==> config.mk <==
export PLATFORM = sky130hd
export DESIGN_NAME = riscv_apb_arbiter
export DESIGN_NICKNAME = d
export VERILOG_FILES = /design/src/rtl/riscv_apb_arbiter.sv
export SDC_FILE = /design/constraint.sdc
export NUM_CORES = 1
export LEC_CHECK = 0
export CAP_MARGIN = 20
export CORE_MARGIN = 3
export CORE_UTILIZATION = 36
export CTS_CLUSTER_SIZE = 40
export DETAILED_ROUTE_END_ITERATION = 6
export PLACE_DENSITY_LB_ADDON = 0.25
export SLEW_MARGIN = 20
export SYNTH_ARGS = -nofsm -noshare
export SYNTH_HDL_FRONTEND = slang
export SYNTH_SLANG_ARGS = --single-unit
==> constraint.sdc <==
create_clock -name clk -period 2.6 [get_ports clk]
set_clock_uncertainty 0.2 [all_clocks]
set_input_delay 0.52 -clock clk [delete_from_list [all_inputs] [get_ports clk]]
set_output_delay 0.52 -clock clk [all_outputs]
set_load 0.02 [all_outputs]
==> src/rtl/riscv_apb_arbiter.sv <==
// riscv_apb_arbiter: shares one APB memory port between instruction fetch (port 0, IF) and load/store (port 1, DM).
// Latency: request seen in IDLE -> psel_o next cycle, penable_o the cycle after; memory pready is returned combinationally.
// Backpressure: the non-granted requester sees pready=0; memory wait states stall the granted one.
// Optional macro RISCV_APB_ARB_RR_EN selects round-robin arbitration instead of DM priority with a starvation guard.
module riscv_apb_arbiter #(
    parameter int unsigned STARVE_LIMIT = 4
) (
    input  logic        clk,
    input  logic        reset,
    input  logic        if_psel_i,
    input  logic        if_penable_i,
    input  logic [31:0] if_paddr_i,
    output logic        if_pready_o,
    output logic [31:0] if_prdata_o,
    input  logic        dm_psel_i,
    input  logic        dm_penable_i,
    input  logic [31:0] dm_paddr_i,
    input  logic        dm_pwrite_i,
    input  logic [31:0] dm_pwdata_i,
    output logic        dm_pready_o,
    output logic [31:0] dm_prdata_o,
    output logic        psel_o,
    output logic        penable_o,
    output logic [31:0] paddr_o,
    output logic        pwrite_o,
    output logic [31:0] pwdata_o,
    input  logic        pready_i,
    input  logic [31:0] prdata_i
);

    typedef enum logic [1:0] {
        ST_IDLE   = 2'd0,
        ST_SETUP  = 2'd1,
        ST_ACCESS = 2'd2
    } state_t;

    localparam logic GNT_IF = 1'b0;
    localparam logic GNT_DM = 1'b1;

    state_t      state_q, state_d;
    logic        grant_q, grant_d;
    logic        psel_q, psel_d;
    logic        penable_q, penable_d;
    logic        pwrite_q, pwrite_d;
    logic [31:0] paddr_q, paddr_d;
    logic [31:0] pwdata_q, pwdata_d;
    logic        any_req;
    logic        win_dm;
    logic        in_access;

`ifdef RISCV_APB_ARB_RR_EN
    logic        last_dm_q, last_dm_d;
`else
    localparam logic [3:0] STARVE_MAX = 4'(STARVE_LIMIT);
    logic [3:0]  starve_cnt_q, starve_cnt_d;
`endif

    // penable from the requesters is redundant: the arbiter regenerates the APB phases itself.
    logic unused_penable;
    assign unused_penable = if_penable_i ^ dm_penable_i;

    assign any_req = if_psel_i | dm_psel_i;

    always_comb begin
        win_dm = dm_psel_i;
        if (if_psel_i && dm_psel_i) begin
`ifdef RISCV_APB_ARB_RR_EN
            win_dm = ~last_dm_q;
`else
            win_dm = (starve_cnt_q != STARVE_MAX);
`endif
        end
    end

    always_comb begin
        state_d   = state_q;
        grant_d   = grant_q;
        psel_d    = psel_q;
        penable_d = penable_q;
        pwrite_d  = pwrite_q;
        paddr_d   = paddr_q;
        pwdata_d  = pwdata_q;
`ifdef RISCV_APB_ARB_RR_EN
        last_dm_d = last_dm_q;
`else
        starve_cnt_d = starve_cnt_q;
`endif
        case (state_q)
            ST_IDLE: begin
                if (any_req) begin
                    state_d   = ST_SETUP;
                    grant_d   = win_dm;
                    psel_d    = 1'b1;
                    penable_d = 1'b0;
                    paddr_d   = win_dm ? dm_paddr_i : if_paddr_i;
                    pwrite_d  = win_dm & dm_pwrite_i;
                    pwdata_d  = win_dm ? dm_pwdata_i : 32'd0;
`ifdef RISCV_APB_ARB_RR_EN
                    last_dm_d = win_dm;
`else
                    // IF only ever loses on a tie, so a DM win with IF requesting is a loss for IF.
                    if (!win_dm) begin
                        starve_cnt_d = 4'd0;
                    end else if (if_psel_i && (starve_cnt_q != STARVE_MAX)) begin
                        starve_cnt_d = starve_cnt_q + 4'd1;
                    end
`endif
                end
            end
            ST_SETUP: begin
                state_d   = ST_ACCESS;
                penable_d = 1'b1;
            end
            ST_ACCESS: begin
                if (pready_i) begin
                    state_d   = ST_IDLE;
                    psel_d    = 1'b0;
                    penable_d = 1'b0;
                    pwrite_d  = 1'b0;
                    paddr_d   = 32'd0;
                    pwdata_d  = 32'd0;
                end
            end
            default: begin
                state_d   = ST_IDLE;
                psel_d    = 1'b0;
                penable_d = 1'b0;
                pwrite_d  = 1'b0;
                paddr_d   = 32'd0;
                pwdata_d  = 32'd0;
            end
        endcase
    end

    always_ff @(posedge clk) begin
        if (reset) begin
            state_q   <= ST_IDLE;
            grant_q   <= GNT_IF;
            psel_q    <= 1'b0;
            penable_q <= 1'b0;
            pwrite_q  <= 1'b0;
            paddr_q   <= 32'd0;
            pwdata_q  <= 32'd0;
`ifdef RISCV_APB_ARB_RR_EN
            last_dm_q <= GNT_DM;
`else
            starve_cnt_q <= 4'd0;
`endif
        end else begin
            state_q   <= state_d;
            grant_q   <= grant_d;
            psel_q    <= psel_d;
            penable_q <= penable_d;
            pwrite_q  <= pwrite_d;
            paddr_q   <= paddr_d;
            pwdata_q  <= pwdata_d;
`ifdef RISCV_APB_ARB_RR_EN
            last_dm_q <= last_dm_d;
`else
            starve_cnt_q <= starve_cnt_d;
`endif
        end
    end

    // A transfer cut short by reset must not report completion upstream.
    assign in_access = (state_q == ST_ACCESS) & ~reset;

    assign if_pready_o = in_access & (grant_q == GNT_IF) & pready_i;
    assign dm_pready_o = in_access & (grant_q == GNT_DM) & pready_i;
    assign if_prdata_o = prdata_i;
    assign dm_prdata_o = prdata_i;

    assign psel_o    = psel_q;
    assign penable_o = penable_q;
    assign paddr_o   = paddr_q;
    assign pwrite_o  = pwrite_q;
    assign pwdata_o  = pwdata_q;

endmodule
Word-level counts from Yosys, hierarchy flattened --
Cells that the tools add are included.
Storage, ports and cells: word-level logic and storage cells 52, output and inout bits 133, flip-flop bits (word level) 74
Cells by class: reductions and logical operators 7, multiplexer cells 20, add/subtract/negate cells 1, bitwise gates (word level) 10, equality and inequality tests 6
Operators with widths (number):
- $pmux 32 s3 | 2
- $mux 32 | 5
- $pmux 1 s3 | 3
- $mux 4 | 2
- $and 1x1->1 | 6
- $pmux 2 s3 | 1
- $reduce_and 3->1 | 2
- $mux 1 | 5
- $add 4x1->4 const B | 1
- $mux 2 | 2
- $ne 2x2->1 const B | 2
- $ne 4x3->1 const B | 1
- $reduce_and 2->1 | 2
- $not 1->1 | 3
- $eq 2x1->1 const B | 1
- $eq 2x2->1 const B | 1
- $logic_and 1x1->1 | 2
- $logic_not 2->1 | 1
- $ne 2x1->1 const B | 1
- $or 1x1->1 | 1

Depth between registers and ports, before layout --
Gate-level depths: netlist (run 1).
depth after elaboration 5, gate-level depth with buffers 7, gate-level depth less buffers 5

Worst setup path after synthesis (run 1) --
Ideal clock, no wire load.
path type input port to output port, from in reset, to out if_pready_o, stages 5, buffers on the path 2, arrival time 1415 ps, required time 1880 ps, slack 465 ps, cells stage by stage buf_2 -> clkbuf_1 -> nor3b_1 -> nand2_1 -> nor2_1
On the way: longest elaborated chain between the ends 4
RTL lines:
- start, declared | RTL line 9 | input logic reset,
- $not 1->1 | RTL line 166 | assign in_access = (state_q == ST_ACCESS) & ~reset;
- $and 1x1->1 | RTL line 166
- $and 1x1->1 (2 in a row) | RTL line 168 | assign if_pready_o = in_access & (grant_q == GNT_IF) & pready_i;
- end, declared | RTL line 13 | output logic if_pready_o,
No other way between the ends.

Worst setup path after layout (run 1) --
from in pready_i, to out if_pready_o
On the way: longest elaborated chain between the ends 1
RTL lines:
- start, declared | RTL line 27 | input logic pready_i,
- $and 1x1->1 | RTL line 168
No other way between the ends.

==> results, run 1 <==
- The run finished with clean final reports.
- The wire length per cell after detailed routing is 19.1 um.
- The category of the worst setup path launch point is an input pin.
- The final layout contains routed wiring with a total length of 12300 um.
- The pin count of the biggest net entering global routing is 76.
- The insertion delay to the later sink of the worst-skew pair is 0.33 ns.
- The initial antenna violation count came to 0.
- The worst endpoint data arrival time is 1.71 ns.
- Of the post-synthesis cell area, the part taken by muxes is 0%.
- The count of buffers inserted at the top-level ports is 170.
- Walking the worst path, the cells encountered are clkdlybuf4s50_1 > nor3b_2 > nand2_1 > nor2_1 > dlygate4sd2_1.
- The fraction of final layout cells sized beyond drive strength 1 is 6.67%.
- The synthesized-area fraction occupied by adder cells is 0.637%.
- The repair_antennas step left the layout with diodes totalling 0.
- The top-level port count is 269.
- Summing the sequential cell areas from Yosys gives 37.2% of the chip area.
- The sequential share of power is 40.4%.
- The internal power of the cells totals 0.00226 W.
- The critical path class is input pin to output port.
- The number of detailed-route iterations in the first pass is 4.
- The initial core utilization is 37.6%.
- The total cell area at the placement stage is 5230 sq um.
- The final-layout fill cell count is 996.
- The post-synth net total is 559.
- The largest area contributor in the netlist is sky130_fd_sc_hd__dfxtp_1.
- Summed over all layers, the global routing overflow is 0.
- The switching fraction of total power is 27.8%.
- The clock tree from TritonCTS is yes.
- The total track usage is 19.1%.
- The count of endpoints failing hold in the final timing report came to 0.
- The synthesized netlist cell count is 421.
- Setup violations remaining at the end of the flow were counted as 0.
- The number of global-route vias before repair was 3566.
- The H-tree generated during clock tree synthesis spans 3 levels.
- The async set-or-reset flop fraction in the synthesized netlist is 0%.
- The number of clock buffers inserted by TritonCTS is 9.
- After Yosys synthesis, and, or, nand and nor cells account for 20.4% of the synthesized area.
- The layout-stage area growth over the synthesis result is 39.4%.
- The longest individual stage delay on the worst path is 0.48 ns.
- The main combinational cell family by area after synthesis is compound AO/OA/AOI/OAI gates.
- The slew at the pin with the worst max-slew slack is 0.737 ns.
- The power share of the combinational group is 24.5%.
- In this run the static leakage power is 2.15 nW.
- The master cell of the clock root buffer is sky130_fd_sc_hd__clkbuf_8.
- The count of pins over their slew limit is 0.
- The die boundary width is 111 um.
- VDD sags by at most 315 uV.
- The worst hold path belongs to the class flop to flop.
- The number of nets with antenna violations after routing is 0.
- For this run, the leading register cell type out of synthesis is sky130_fd_sc_hd__dfxtp_1.
- The total non-filler cell area in the finished layout is 5480 sq um.
- Clock tree synthesis found a total of 73 sinks.
- A synthesized cell averages 9.34 sq um.
- The final layout contains 643 nets.
- STA puts the critical path data required time at 1.88 ns.
- The number of unique standard cell types used by synthesis is 30.
- Among all stages on the critical path, the largest delay is contributed by sky130_fd_sc_hd__clkdlybuf4s50_1.
- From bottom edge to top edge, the die measures 111 um.
- The post-synthesis sequential element count is 73.
- The worst path uses 93.5% of the clock period.
- The number of hold buffers added after CTS was 0.
- Setup repair after global routing left no endpoint under its margin.
- The endpoint class of the critical path is an output port.
- The power density over the cells is 572 nW/um^2.
- During synthesis, Yosys emitted a total of 0 warnings.
- Of the total power, the clock network draws 35.0%.
- The total core area is 10500 sq um.
- After Yosys synthesis, XOR and XNOR cells account for 0% of the synthesized area.
- The first global-routing pass estimated 19200 um of wire.
- The tightest hold path in the finished design has a slack of 0.262 ns.
- The clock transition at the register clock pins on the worst setup and hold paths after CTS is 0.08 ns.
- In this run the cell area of the synthesized design comes to 3930 sq um.
- The detailed-placement wirelength estimate is 8480 um.
- For the finished layout, the period the worst path requires is 2.43 ns.
- At the end of routability-driven placement, the weighted congestion stood at 0.753.
- In the routed layout, each cell is associated on average with a via count of 5.40.
- Summing the areas of all compound-gate instances in the mapped netlist gives 23.4% of the synthesized area.
- After floorplanning, the core was divided into 37 placement rows.
- In this run the worst path has a maximum fanout of 3.
- The number of DRC violations after detailed routing is 0.
- Yosys mapped a number of flops with a built-in enable equal to 0.
- The number of DRC markers after the initial detailed-route iteration is 182.
- The buffer depth of the longest clock path is 2.
- For this run, the top clock speed supported by timing is 0.411 GHz.
- The total number of vias is 3490.
- Across the run, the number of max-cap violations was 0.
- Summed over its instances, the top area cell type makes up 37.2% of the synthesized netlist area.
- The worst slew slack as a fraction of its limit is 50.7%.
- Ranked by total cell area, the synthesized netlist is headed by sky130_fd_sc_hd__dfxtp_1 (37%), sky130_fd_sc_hd__buf_4 (13%), sky130_fd_sc_hd__nand2b_1 (10%).
- The power dissipated by switching net loads is 0.000871 W.
- The die covers 12200 sq um.
-- flip-flops by register name (all words and copies together), names as in the netlist --
name,cells
pwdata_o,32
starve_cnt_q,4
state_q,2
grant_q,1
paddr_o,32
pwrite_o,1
psel_o,1
-- critical path: cells and delay by family --
kind	cells	cell delay (ns)
buf+inv	2	0.83
simple gates	3	0.36
-- metrics by stage --
stage / setup TNS, ns / total power (W) / cells / utilization [%] / worst slack [ns]
global route: 0 / 0.00327 / 646 / 52.4 / 0.0355
CTS: 0 / 0.00316 / 646 / 52.4 / 0.149
detailed placement: -0.403 / 0.00206 / 630 / 50.0 / -0.213
finish: 0 / 0.00313 / 646 / 52.4 / 0.170
floorplan: 0 / 0.00181 / 421 / - / 0.465
global placement: -7.95 / 0.00205 / 630 / 50.0 / -0.252
-- layout make-up --
cell class	instances	area [sq um]	area share, %
clock buffers	10	128	2.33
clock inverters	6	116	2.12
inverters	3	11.3	0.206
multi-input cells	237	1780	32.5
flip-flops and latches	73	1460	26.7
well taps	136	170	3.11
repair buffers	181	1810	33.1
-- layout by cell type (no fill, tap or decap), types with 4 or more instances in the layout --
| cell type | instances |
|---|---|
| sky130_fd_sc_hd__nand2b_1 | 65 |
| sky130_fd_sc_hd__a21oi_1 | 5 |
| sky130_fd_sc_hd__nor4_1 | 32 |
| sky130_fd_sc_hd__nand2_1 | 6 |
| sky130_fd_sc_hd__dfxtp_1 | 73 |
| sky130_fd_sc_hd__nor2_1 | 4 |
| sky130_fd_sc_hd__clkbuf_8 | 9 |
| sky130_fd_sc_hd__a22o_1 | 33 |
| sky130_fd_sc_hd__buf_4 | 8 |
| sky130_fd_sc_hd__a211o_1 | 32 |
| sky130_fd_sc_hd__a2111oi_0 | 32 |
| sky130_fd_sc_hd__clkdlybuf4s50_1 | 167 |
-- synthesized netlist by cell type, drive strengths merged, types with 5 or more instances --
cell and count:
nand2b 65, buf 82, clkbuf 26, a21oi 5, dfxtp 73, a2111oi 32, a22o 33, nor2 5
nand2 6, a211o 32, nor4 33
-- per-layer routing --
layer | up-vias | wire [um] | GRT usage [%] | share of wire [%]
met5 | - | 0 | 1.67 | 0
met4 | 0 | 360 | 8.05 | 2.9
met2 | 132 | 6400 | 34.3 | 52
li1 | 1667 | - | - | -
met3 | 35 | 743 | 3.95 | 6.0
met1 | 1656 | 4820 | 21.7 | 39
-- logic make-up after synthesis --
family,after synthesis
and+or+nand+nor,126
AOI/OAI and AO/OA,109
buffers and inverters,111
adders and majority gates,2
DFF,73
-- repair_timing --
action                     in CTS  in global routing
setup buffers                   0                  0
setup endpoints to repair       2                  0
resized for setup               3                  0
-- path summary, 6_finish.rpt --
path                            cells after the start                  endpoint  slack (ns)                    start
worst min-delay path                                2       psel_o$_SDFFE_PP0P_        0.26      psel_o$_SDFFE_PP0P_
worst max register to register                      3  paddr_o[29]$_SDFFE_PP0P_        0.62  state_q[1]$_SDFFE_PP0P_
worst max-delay path                                5               if_pready_o        0.17                 pready_i
worst min register to register                      2       psel_o$_SDFFE_PP0P_        0.26      psel_o$_SDFFE_PP0P_
-- power groups by stage --
stage	sequential, W	combinational [W]	clock (W)
after CTS	0.00127	0.000772	0.00112
after global placement	0.00129	0.000760	0
after global routing	0.00128	0.000817	0.00117
final	0.00127	0.000769	0.00110
after floorplan	0.00139	0.000419	0
after detailed placement	0.00129	0.000769	0
(Power assumes the default switching activity.)
==> run 2: changes to the inputs <==
- PLACE_DENSITY: not set -> 0.82
- PLACE_DENSITY_LB_ADDON: 0.25 -> not set
==> run 2 against run 1 <==
Compared with the run above: sequential share of layout area rose by 0.25 points; critical path depth did not move; register-to-register slack got worse by 0.05 ns; combinational power fell by 1%; worst hold slack improved by 0.012 ns; first-iteration DRC count rose by 9.3%; largest cell class unchanged.
==> results, run 2 (same netlist as run 1, synthesis figures left out) <==
- Measured in cells, the most critical reg-to-reg path has a length of 6.
- In this run the vertical extent of the chip is 111 um.
- Global routing consumed, on the met1 layer, 22.6% of the routing resources.
- The initial antenna violation count is 0.
- The wire length per cell after detailed routing is 18.9 um.
- The core region is 10500 sq um.
- Counting instances, the worst hold path has a depth of 1.
- Dividing total power by cell area gives a power density of 544 nW/um^2.
- In the final layout, the share of cells above drive strength 1 is 6.85%.
- Across all register-to-register paths, the minimum setup slack is 0.57 ns.
- The setup slack after placement is -0.220 ns.
- The detail route stage leaves a number of antenna-violating nets equal to 0.
- The clock network accounts for 31.2% of the total power.
- Summed over all failing endpoints, the final setup total negative slack is 0 ns.
- The critical path in this run is classified as input pin to output port.
- The worst slew slack as a fraction of its limit is 53.4%.
- The final antenna diode count is 0.
- The sequential standard cell area is 1460 sq um.
- The worst hold margin is 0.274 ns.
- The total number of vias is 3600.
- The overall overflow remaining after global route is 0.
- The count of pins over their slew limit is 0.
- The worst register-to-register path begins at starve_cnt_q[0]$_SDFFE_PP0P_.
- Global routing used 19.1% of the available tracks.
- The die footprint is 12200 sq um.
- Clock-pin slew was measured on the worst setup and hold paths at 0.09 ns.
- The global-route layer with the greatest usage is met2.
- In the finished design, the share of the clock period the worst path needs comes to 93.2%.
- The buffer depth of the longest clock path is 2.
- The fmax is 0.413 GHz.
- In this run the horizontal extent of the chip is 111 um.
- The end point of the most critical hold path is paddr_o[12]$_SDFFE_PP0P_.
- In the layout the commonest cells are sky130_fd_sc_hd__clkdlybuf4s50_1 (167), sky130_fd_sc_hd__dfxtp_1 (73), sky130_fd_sc_hd__nand2b_1 (65).
- The power dissipated by switching net loads is 0.000861 W.
- The H-tree was split into 3 levels.
- The internal power of the cells totals 0.00209 W.
- For this configuration, the core starts out at a cell density of 37.6%.
- At the end of the flow the core is filled with cells to 51.9%.
- The number of rows in the core area is 37.
- The number of DRC violations after detailed routing is 0.
- The overall power after layout is 0.00295 W.
- From synthesis to final layout, the design area changed by 38.1%.
- The count of endpoints failing hold in the final timing report is 0.
- The detailed-route vias per instance is 5.56.
- The post-detailed-routing wire length is 12200 um.
- In this run the worst hold path is classified as flop to flop.
- The tree is rooted in a sky130_fd_sc_hd__clkbuf_8.
- The number of DRC markers after the initial detailed-route iteration is 199.
- The largest vdd supply drop is 281 uV.
- For the worst-skew pair, the clock arrives at the later sink with an insertion delay of 0.34 ns.
- The clock period minus final worst setup slack is 2.42 ns.
- The static power due to leakage is 2.12 nW.
- Data on the critical path arrives at its endpoint at 1.70 ns.
- The number of clock buffers inserted by TritonCTS is 9.
- The slew at the pin with the worst max-slew slack is 0.698 ns.
- The count of buffers inserted at the top-level ports is 170.
- The first global-routing pass estimated 19200 um of wire.
- The startpoint of the tightest hold check path is paddr_o[12]$_SDFFE_PP0P_.
- Setup violations remaining at the end of the flow were counted as 0.
- Entering global routing, the biggest net connects 76 pins.
- The share of total power dissipated in sequential elements is 43.0%.
- The number of global-route vias before repair is 3546.
- For the worst setup path, the data required time is 1.88 ns.
- The category of the worst setup path launch point is an input pin.
- The share of total power dissipated in combinational logic is 25.8%.
- The clock sink total is 73.
- The endpoint class of the critical path is an output port.
- The final layout contains 644 nets.
- Setup slack on the critical path of the routed design comes to 0.176 ns.
- The flow ran to the end, and the final reports show no timing, DRC or antenna violations.
- The final-layout fill cell count is 947.
- Pin placement for this block handled 269 I/O pins.
- Of all nets on the critical path, the largest fanout is 3.
- The met2 global-route usage is 31.7%.
- Max-cap violations in this run came to 0.
- The capturing point of the worst reg2reg path is paddr_o[21]$_SDFFE_PP0P_.
- Leaving out fill and tap cells, the most frequent cell in the layout is sky130_fd_sc_hd__clkdlybuf4s50_1.
- Net switching is 29.1% of the power.
- Setup repair after global routing left no endpoint under its margin.
- Global routing used 5.37% of the available met3 tracks.
- At the end of routability-driven placement, the weighted congestion stood at 0.749.
- The area of the multi-input gates is 1770 sq um.
- The first TritonRoute pass finished after 5 iterations.
- The clock tree from TritonCTS is yes.
- The detailed-placement wirelength estimate is 8640 um.
## run 2: cell types whose count changed in the layout (fill, tap and decap cells not counted)
cell / previous run / this run
sky130_fd_sc_hd__inv_6: 0 / 2
sky130_fd_sc_hd__bufinv_16: 3 / 1
sky130_fd_sc_hd__buf_4: 8 / 10
sky130_fd_sc_hd__clkbuf_8: 9 / 10
sky130_fd_sc_hd__buf_12: 3 / 2
sky130_fd_sc_hd__nor2_2: 0 / 1
sky130_fd_sc_hd__clkinvlp_4: 0 / 2
sky130_fd_sc_hd__nor2_4: 1 / 0
sky130_fd_sc_hd__clkinv_4: 3 / 0
## run 2: worst max-delay path, stage by stage
cell and delay, ns:
sky130_fd_sc_hd__clkdlybuf4s50_1 0.49, sky130_fd_sc_hd__nor3b_2 0.20, sky130_fd_sc_hd__nand2_1 0.07, sky130_fd_sc_hd__nor2_1 0.09, sky130_fd_sc_hd__dlygate4sd2_1 0.34
## run 2: power by group through the flow
stage	registers, W	clock network, W	logic (W)
2_1_floorplan	0.00139	0	0.000419
3_3_place_gp	0.00129	0	0.000751
3_5_place_dp	0.00129	0	0.000764
4_1_cts	0.00127	0.000949	0.000767
5_1_grt	0.00128	0.000991	0.000812
6_report	0.00127	0.000922	0.000761
## run 2: final cells by class
class	instances	share of cell area (%)
Clock inverter	5	1.15
Tap cell	136	3.13
Sequential cell	73	26.9
Multi-Input combinational cell	237	32.7
Timing Repair Buffer	182	33.3
Clock buffer	11	2.60
Inverter	3	0.207
## run 2: worst max path at each step
stage	from	endpoint
after floorplan	reset	if_pready_o
after global placement	pready_i	if_pready_o
after detailed placement	pready_i	if_pready_o
after CTS	pready_i	if_pready_o
after global routing	pready_i	if_pready_o
final	pready_i	if_pready_o
## run 2: per-layer routing
layer	part of all wire [%]	up-vias
met3	8.7	43
met2	49	200
met1	38	1688
li1	-	1669
met5	0	-
met4	3.5	0
## run 2: timing repair
| item | CTS | global route |
|---|---|---|
| endpoints found under the setup margin | 2 | 0 |
| hold buffers | 0 | 0 |
| buffers inserted | 0 | 0 |
| resized for setup | 3 | 0 |
## run 2: per-stage QoR
step | instance area [sq um] | std cells
after floorplan | 3930 | 421
after CTS | 5430 | 647
after global placement | 5220 | 631
after detailed placement | 5220 | 631
final | 5430 | 647
after global routing | 5430 | 647
